==> src/rtl/jtl_arb_pkg.sv <==
// jtl_arb_pkg
//   Shared types and helpers for the JTL pulse arbiter.
//   - arb_state_t : scheduler states (BLANK, IDLE, GAP)
//   - idx_width() : width of a requester index for a given requester count
//   - cnt_width() : width of a down-counter that is loaded with at most v-1
package jtl_arb_pkg;

  typedef enum logic [1:0] {
    ST_BLANK = 2'd0,
    ST_IDLE  = 2'd1,
    ST_GAP   = 2'd2
  } arb_state_t;

  // Width of the grant index; never collapses to zero bits.
  function automatic int idx_width(input int n);
    return (n > 1) ? $clog2(n) : 1;
  endfunction

  // Width of a down-counter that is loaded with values up to v-1.
  function automatic int cnt_width(input int v);
    return (v > 1) ? $clog2(v) : 1;
  endfunction

endpackage

==> src/rtl/jtl_rr_pick.sv <==
// jtl_rr_pick
//   Combinational round-robin priority picker. The search starts at the
//   requester named by ptr and wraps around. It returns the first requester
//   whose pending count is non-zero.
// Ports:
//   nonzero [N_REQ]  in  : one bit per requester, set when it has pending pulses
//   ptr     [IW]     in  : requester with highest priority this cycle
//   valid            out : some requester has pending pulses
//   idx     [IW]     out : selected requester (0 when valid is low)
module jtl_rr_pick
  import jtl_arb_pkg::*;
#(
  parameter  int N_REQ = 4,
  localparam int IW    = idx_width(N_REQ)
) (
  input  logic [N_REQ-1:0] nonzero,
  input  logic [IW-1:0]    ptr,
  output logic             valid,
  output logic [IW-1:0]    idx
);

  logic [IW:0]   sum;
  logic [IW-1:0] cand;

  // Walk the requesters in priority order starting at ptr. The sum keeps one
  // extra bit so the wrap works for requester counts that are not a power of two.
  always_comb begin
    valid = 1'b0;
    idx   = '0;
    sum   = '0;
    cand  = '0;
    for (int k = 0; k < N_REQ; k++) begin
      sum = {1'b0, ptr} + (IW+1)'(k);
      if (sum >= (IW+1)'(N_REQ)) begin
        sum = sum - (IW+1)'(N_REQ);
      end
      cand = sum[IW-1:0];
      if (!valid && nonzero[cand]) begin
        valid = 1'b1;
        idx   = cand;
      end
    end
  end

endmodule

==> src/rtl/jtl_pulse_arbiter.sv <==
// jtl_pulse_arbiter
//   Shares one JTL input line between N_REQ toggle-encoded SFQ pulse sources.
//   The block counts pending pulses for each requester and grants them
//   round-robin. Each grant toggles 'out' and is followed by GAP_CYCLES idle
//   cycles, so pulses stay spaced for the downstream delay cells.
// Optional feature:
//   JTL_ARB_STARTUP_BLANK_EN - when defined, reset enters a BLANK state for
//   BLANK_CYCLES cycles. Input edges are discarded during that time.
// Ports:
//   clk                  in  : clock, all state changes on its rising edge
//   rst                  in  : synchronous active-high reset
//   req_pulse [N_REQ]    in  : toggle-encoded pulse requests
//   out                  out : toggle-encoded pulse output to the JTL
//   grant_id  [clog2(N)] out : requester served by the latest out toggle
//   busy                 out : pending pulses exist or scheduler is not idle
//   overflow  [N_REQ]    out : sticky, a pulse was dropped at saturation
module jtl_pulse_arbiter
  import jtl_arb_pkg::*;
#(
  parameter  int N_REQ        = 4,
  parameter  int CNT_W        = 4,
  parameter  int GAP_CYCLES   = 2,
  parameter  int BLANK_CYCLES = 2,
  localparam int IW           = idx_width(N_REQ)
) (
  input  logic             clk,
  input  logic             rst,
  input  logic [N_REQ-1:0] req_pulse,
  output logic             out,
  output logic [IW-1:0]    grant_id,
  output logic             busy,
  output logic [N_REQ-1:0] overflow
);

  localparam int GW = cnt_width(GAP_CYCLES);

  arb_state_t          state_q, state_d;
  logic [N_REQ-1:0]    req_q;
  logic [N_REQ-1:0]    edges;
  logic [N_REQ-1:0]    inc_v, dec_v, ovf_set;
  logic [N_REQ-1:0]    nonzero;
  logic [CNT_W-1:0]    cnt_q [N_REQ];
  logic [CNT_W-1:0]    cnt_d [N_REQ];
  logic [IW-1:0]       ptr_q, ptr_next;
  logic [GW-1:0]       gap_q, gap_d;
  logic                pick_valid;
  logic [IW-1:0]       pick_idx;
  logic                grant;
  logic                accept;

`ifdef JTL_ARB_STARTUP_BLANK_EN
  localparam int BW = cnt_width(BLANK_CYCLES);
  logic [BW-1:0] blank_q, blank_d;
`endif

  // A level change between consecutive samples is one new pulse.
  assign edges = req_pulse ^ req_q;

  always_comb begin
    for (int i = 0; i < N_REQ; i++) begin
      nonzero[i] = (cnt_q[i] != '0);
    end
  end

  jtl_rr_pick #(
    .N_REQ (N_REQ)
  ) u_pick (
    .nonzero (nonzero),
    .ptr     (ptr_q),
    .valid   (pick_valid),
    .idx     (pick_idx)
  );

  // The pointer moves to the requester just after the one that was granted.
  assign ptr_next = (pick_idx == IW'(N_REQ - 1)) ? '0 : pick_idx + 1'b1;

  // Next-state logic. A grant fires only from IDLE. GAP holds the line
  // quiet for GAP_CYCLES cycles. BLANK swallows input edges after reset.
  always_comb begin
    state_d = state_q;
    gap_d   = gap_q;
    grant   = 1'b0;
    accept  = 1'b1;
`ifdef JTL_ARB_STARTUP_BLANK_EN
    blank_d = blank_q;
`endif
    unique case (state_q)
      ST_IDLE: begin
        if (pick_valid) begin
          grant = 1'b1;
          if (GAP_CYCLES > 0) begin
            state_d = ST_GAP;
            gap_d   = GW'(GAP_CYCLES - 1);
          end
        end
      end
      ST_GAP: begin
        if (gap_q == '0) begin
          state_d = ST_IDLE;
        end else begin
          gap_d = gap_q - 1'b1;
        end
      end
      ST_BLANK: begin
`ifdef JTL_ARB_STARTUP_BLANK_EN
        accept = 1'b0;
        if (blank_q == '0) begin
          state_d = ST_IDLE;
        end else begin
          blank_d = blank_q - 1'b1;
        end
`else
        state_d = ST_IDLE;
`endif
      end
      default: begin
        state_d = ST_IDLE;
      end
    endcase
  end

  // Per-requester increment (new pulse) and decrement (granted) strobes.
  always_comb begin
    for (int i = 0; i < N_REQ; i++) begin
      inc_v[i] = edges[i] & accept;
      dec_v[i] = grant && (pick_idx == IW'(i));
    end
  end

  // Counter update. An increment and a decrement in the same cycle cancel.
  // An increment at the maximum is dropped and flagged.
  always_comb begin
    for (int i = 0; i < N_REQ; i++) begin
      cnt_d[i]   = cnt_q[i];
      ovf_set[i] = 1'b0;
      if (inc_v[i] && !dec_v[i]) begin
        if (cnt_q[i] == {CNT_W{1'b1}}) begin
          ovf_set[i] = 1'b1;
        end else begin
          cnt_d[i] = cnt_q[i] + 1'b1;
        end
      end else if (dec_v[i] && !inc_v[i]) begin
        cnt_d[i] = cnt_q[i] - 1'b1;
      end
    end
  end

  // State register. req_q is loaded from the live inputs during reset, so
  // the first cycle after reset sees no edges. busy is registered from the
  // current counters and state.
  always_ff @(posedge clk) begin
    req_q <= req_pulse;
    if (rst) begin
      for (int i = 0; i < N_REQ; i++) begin
        cnt_q[i] <= '0;
      end
      overflow <= '0;
      ptr_q    <= '0;
      gap_q    <= '0;
      out      <= 1'b0;
      grant_id <= '0;
      busy     <= 1'b0;
`ifdef JTL_ARB_STARTUP_BLANK_EN
      state_q  <= (BLANK_CYCLES > 0) ? ST_BLANK : ST_IDLE;
      blank_q  <= BW'(BLANK_CYCLES - 1);
`else
      state_q  <= ST_IDLE;
`endif
    end else begin
      for (int i = 0; i < N_REQ; i++) begin
        cnt_q[i] <= cnt_d[i];
      end
      overflow <= overflow | ovf_set;
      state_q  <= state_d;
      gap_q    <= gap_d;
      busy     <= (|nonzero) || (state_q != ST_IDLE);
`ifdef JTL_ARB_STARTUP_BLANK_EN
      blank_q  <= blank_d;
`endif
      if (grant) begin
        out      <= ~out;
        grant_id <= pick_idx;
        ptr_q    <= ptr_next;
      end
    end
  end

endmodule

==> config.mk <==
export PLATFORM = sky130hd
export DESIGN_NAME = jtl_pulse_arbiter
export DESIGN_NICKNAME = d
export VERILOG_FILES = /design/src/rtl/jtl_arb_pkg.sv /design/src/rtl/jtl_rr_pick.sv /design/src/rtl/jtl_pulse_arbiter.sv
export SDC_FILE = /design/constraint.sdc
export NUM_CORES = 1
export LEC_CHECK = 0
export ABC_AREA = 1
export CORE_MARGIN = 2
export CORE_UTILIZATION = 45
export DETAILED_ROUTE_END_ITERATION = 16
export HOLD_SLACK_MARGIN = 0.02
export SETUP_SLACK_MARGIN = 0.02
export SYNTH_ARGS = -nofsm -noshare
export SYNTH_HDL_FRONTEND = slang
export SYNTH_HIERARCHICAL = 1
export SYNTH_SLANG_ARGS = --single-unit
==> constraint.sdc <==
create_clock -name clk -period 3.2 [get_ports clk]
set_input_delay 0.64 -clock clk [delete_from_list [all_inputs] [get_ports clk]]
set_output_delay 0.64 -clock clk [all_outputs]
set_load 0.01 [all_outputs]
# --- After elaboration in Yosys (flattened, before gate mapping) ---
# Memory sizes are Yosys's and may differ from the RTL's.
# Index checks and enable logic that the tools add are counted.
word_totals:
  mem_bits_rw: 16
  reg_bits: 17
  memories: 1
op_classes:
  n_reduce_logical: 36
  addsub: 17
  n_mux: 56
  eq_ne: 12
  bitwise_logic: 7
  order_cmp: 8
memory_table:
  columns: ["name", "depth", "width", "read_ports", "rd_clocked_by_memory_dff", "wr", "line", "source"]
  rows:
  - ["cnt_q", 4, 4, 4, 0, 4, "jtl_pulse_arbiter.sv:42", "logic [CNT_W-1:0] cnt_q [N_REQ];"]
op_table:
  columns: ["op", "count"]
  rows:
  - ["2-to-1 mux 4 bit", 16]
  - ["2-to-1 mux 1 bit", 23]
  - ["2-to-1 mux 2 bit", 11]
  - ["adder 4 x 1 -> 4 bit (second input constant)", 4]
  - ["== test 4 bit (second input constant)", 4]
  - ["nonzero test 4 bit", 4]
  - ["subtractor 4 x 1 -> 4 bit (second input constant)", 4]
  - ["logical AND 1 bit", 15]
  - ["< comparator 2 x 3 -> 1 bit (second input constant)", 4]
  - ["zero test 1 bit", 11]
  - ["greater-or-equal comparator 3 bit (second input constant)", 3]
  - ["binary-select mux 1 bit (select 2 bit)", 4]
  - ["subtractor 2 x 1 -> 2 bit (second input constant)", 4]
  - ["adder 2 x 2 -> 3 bit (second input constant)", 2]
  - ["== test 2 bit (second input constant)", 3]
  - ["== test 2 x 1 -> 1 bit (second input constant)", 2]
  - ["inequality test 2 bit (second input constant)", 2]
  - ["OR 1 bit", 4]
  - ["OR 4 bit", 1]
  - ["case mux 2 bit (2 select lines)", 1]
  - ["AND reduction 2 bit", 2]
  - ["OR reduction 4 bit", 1]
  - ["XOR 4 bit", 1]
  - ["adder 2 x 1 -> 3 bit (second input constant)", 1]
  - ["other kinds (9)", 9]

# --- Longest topological paths before layout ---
logic_depth:
  word_depth: 21
  mapped_depth: 25
  depth_no_buf: 25

# --- Modules after synthesis ---
# Netlist, hierarchy kept.
by_module_without_submodules:
  columns: ["module", "area_each_um2", "instances", "seq_area_each_um2", "cells_per_inst"]
  rows:
  - ["jtl_pulse_arbiter", 1990.7, 1, 660.6, 284]
  - ["jtl_rr_pick", 319.1, 1, 0.0, 59]

# --- Least setup slack after synthesis ---
# OpenSTA, ideal clock, no wires.
synth_timing:
  path_type: "reg2reg"
  start: "mem cnt_q[3][0]"
  end: "mem cnt_q[2][3]"
  setup_time_ps: 110
  n_path_buf: 0
  t_arrival_ps: 2790
  path_stages_with_launch: 25
  path_slack_ps: 300
  cell_sequence: "dfxtp_1 -> nor4_1 -> inv_1 -> inv_1 -> nand2_2 -> nand3_2 -> nand2_4 -> nor2_4 -> nand3_2 -> nand2_1 -> nand2_1 -> inv_1 -> inv_1 -> ha_1 -> nand4_1 -> nand2_1 -> ha_1 -> nand2_1 -> nand2_1 -> nor2_1 -> nand3_1 -> nand3_2 -> nand2_1 -> inv_1 -> nor2_1"
synth_rtl:
  columns: ["element", "line"]
  rows:
  - ["start, declared", "jtl_pulse_arbiter.sv:42"]

==> flow_summary.json <==
{
  "status": "finished clean",
  "period_share_pct": 91.8,
  "grt_pass1_vias": 1974,
  "holdPathEnd": "overflow[2]",
  "finalHoldViolCount": 0,
  "powerDensity_mw_per_mm2": 1170,
  "grt_max_degree": 20,
  "port_buffers": 13,
  "r2r_setup_slack_ns": 0.26,
  "path_clk_slew_ns": 0.07,
  "min_from": "overflow[2]",
  "die_w_um": 75.6,
  "layout-drive-gt1-share_pct": 26.5,
  "drc": 0,
  "yosys_warnings": 6,
  "fin_nets": 421,
  "p_seq_share_pct": 18.2,
  "ant_nets": 0,
  "cp-end-kind": "register",
  "yosys-top-cells-area": "dfxtp_1 29%, nand2_1 15%, inv_1 9.6%",
  "ys_ff_latch": 33,
  "synthCells": 343,
  "vias": 2154,
  "p_sw_share_pct": 47.4,
  "setup_viol": 0,
  "die_area_mm2": 0.00572,
  "p_comb_share_pct": 71.7,
  "power_mw": 3.54,
  "fin_area_mm2": 0.00303,
  "cp_slowest_cell": "dfxtp_1",
  "wl_per_cell_um": 10.5,
  "synth_fp_nets": 365,
  "min_path_type": "register to register",
  "vdd_drop_max_mv": 0.482,
  "r2r-end": "cnt_q[2][3]",
  "vias_per_cell": 4.58,
  "finalSetupTns_ns": 0,
  "reg2reg_depth": 24,
  "tightest_slew_ns": 0.609,
  "cts_max_path_buffers": 2,
  "rows": 26,
  "insertion_delay_ns": 0.30,
  "skew_ns": 0.0112,
  "grt_pass1_wl_um": 8000,
  "initial_utilization_pct": 45.8,
  "ys_types": 23,
  "yosysTopAreaCell": "dfxtp_1",
  "setup_slack_ns": 0.264,
  "path_class": "register to register",
  "first_pass_iters": 4,
  "netlist.area_leader.share_pct": 28.6,
  "layout_common_cells": "91 x nand2_1, 56 x inv_1, 41 x buf_4, 33 x dfxtp_1, 29 x nor2_1",
  "cts_tree": "built",
  "cts_made_buffers": 5,
  "diodes": 0,
  "async_flop_share_pct": 0,
  "dieHeight_um": 75.6,
  "p_int_mw": 1.86,
  "holdPathStages": 1,
  "fillers": 489,
  "io_pins": 14,
  "htree_levels": 2,
  "fmax_ghz": 0.341,
  "path_cells": "nor4_2 > buf_4 > inv_1 > inv_1 > nand2_2 > nand3_4 > nand2_4 > nor2_4 > nand3_2 > nand2_1 > nand2_1 > inv_2 > inv_2 > ha_1 > nand4_1 > nand2_2 > ha_4 > nand2_1 > nor2_1 > nor2_1 > nand3_1 > nand4_1 > nand2_1 > nor2_1",
  "coreArea_mm2": 0.00504,
  "cpMostUsedCell": "nand2_1",
  "rr_startpoint": "cnt_q[3][3]",
  "leakage_nw": 1.54,
  "antenna_found_initial": 0,
  "synth_area_mm2": 0.00231,
  "wl_um": 4960,
  "cts_sinks": 33,
  "p_switching_mw": 1.68,
  "required_ns": 3.39,
  "drv_cap": 0,
  "p_clk_share_pct": 10.1,
  "grt.total_usage_pct": 18.2,
  "synth_sequential_area_ratio_pct": 28.6,
  "hpwl_um": 3640,
  "drt_iter0_drc": 84,
  "synthFlopType": "dfxtp_1",
  "final_common_cell": "nand2_1",
  "cp.arrival_ns": 3.12,
  "place_ws_ns": -0.000451,
  "syn_to_final_growth_pct": 31.0,
  "synth_edf_count": 0,
  "place_area_mm2": 0.00277,
  "cpPeakStageDelay_ns": 0.32,
  "cts_root_buf": "clkbuf_8",
  "slew_violations": 0,
  "period_needed_ns": 2.94,
  "cp_max_fo": 5,
  "grt-ovfl-total": 0,
  "syn_area_per_cell_um2": 6.73,
  "relSlewSlack_pct": 59.3,
  "globalplace.congestion": 0.818,
  "worstSetupStartpointType": "register"
}
-- how the worst max path moves through the flow --
| stage | from | to | cells after the start |
|---|---|---|---|
| finish | cnt_q[3][3] | cnt_q[2][3] | 24 |
| floorplan | cnt_q[3][0] | cnt_q[2][3] | 24 |
| global route | cnt_q[3][3] | cnt_q[3][3] | 23 |
| detailed placement | cnt_q[1][3] | cnt_q[2][3] | 24 |
| global placement | cnt_q[1][3] | cnt_q[2][3] | 25 |
| CTS | cnt_q[1][3] | cnt_q[2][3] | 24 |
-- cells in the mapped netlist, drive strengths merged, types with 5 or more instances --
cell and instances:
xor2 5, nand3 30, nor2 35, a21oi 14, nand2 114, inv 62, o21ai 11, buf 5
nand4 10, ha 12, dfxtp 33
-- power by group through the flow --
stage          Clock [mW]  Combinational (mW)  Sequential, mW
2_1_floorplan           0                1.60           0.662
3_3_place_gp            0                2.31           0.640
3_5_place_dp            0                2.33           0.637
4_1_cts             0.366                2.36           0.637
5_1_grt             0.388                2.85           0.659
6_report            0.358                2.54           0.644
-- worst max-delay path: cells and delay by family (launching register included) --
kind / cells / cell delay (ns)
simple gates: 17 / 1.59
fa+ha+maj: 2 / 0.52
buf+inv: 5 / 0.40
flops: 1 / 0.32
-- layer usage --
metal / vias to the layer above / share of wire [%] / track usage [%]
met1: 941 / 47 / 22.6
met2: 28 / 49 / 30.8
li1: 1180 / - / -
met3: 5 / 3.5 / 4.89
met5: - / 0 / 0
met4: 0 / 0.97 / 5.85
-- through the flow --
step / hold WS [ns] / cells / util, %
after floorplan: 0.451 / 343 / -
after global placement: 0.450 / 459 / 54.9
after detailed placement: 0.456 / 459 / 54.9
after CTS: 0.474 / 467 / 57.2
after global routing: 0.492 / 470 / 60.0
final: 0.469 / 470 / 60.0
-- state kept, by name, summed over array words and instances, names as in the netlist --
register / flops
busy: 1
cnt_q: 16
gap_q: 1
grant_id: 2
out: 1
overflow: 4
ptr_q: 2
req_q: 4
state_q: 2
-- layout make-up --
| cell class | instances | area [µm²] | share of cell area, % |
|---|---|---|---|
| Clock buffer | 7 | 96.3 | 3.18 |
| Clock inverter | 1 | 5.00 | 0.165 |
| Inverter | 62 | 233 | 7.69 |
| Multi-Input combinational cell | 243 | 1510 | 49.8 |
| Sequential cell | 33 | 661 | 21.8 |
| Tap cell | 70 | 87.6 | 2.89 |
| Timing Repair Buffer | 54 | 438 | 14.5 |
-- kinds of logic (layout without fill, tap and decap cells) --
| group | count (synthesis) | after routing | synth area share (%) |
|---|---|---|---|
| buffers and inverters | 67 | 124 | 12.0 |
| DFF | 33 | 33 | 28.6 |
| AOI/OAI and AO/OA | 29 | 29 | 6.72 |
| and+or+nand+nor | 193 | 193 | 40.8 |
| xor gates and xnor gates | 5 | 5 | 1.90 |
| adders and majority gates | 16 | 16 | 9.97 |
-- what timing repair did --
item / CTS / global route
pin swaps: 0 / 15
hold buffers: 0 / 0
gates resized for setup: 2 / 22
endpoints found under the setup margin: 3 / 10
setup buffers: 0 / 3
No activity file was read; power rests on OpenSTA's default activity.
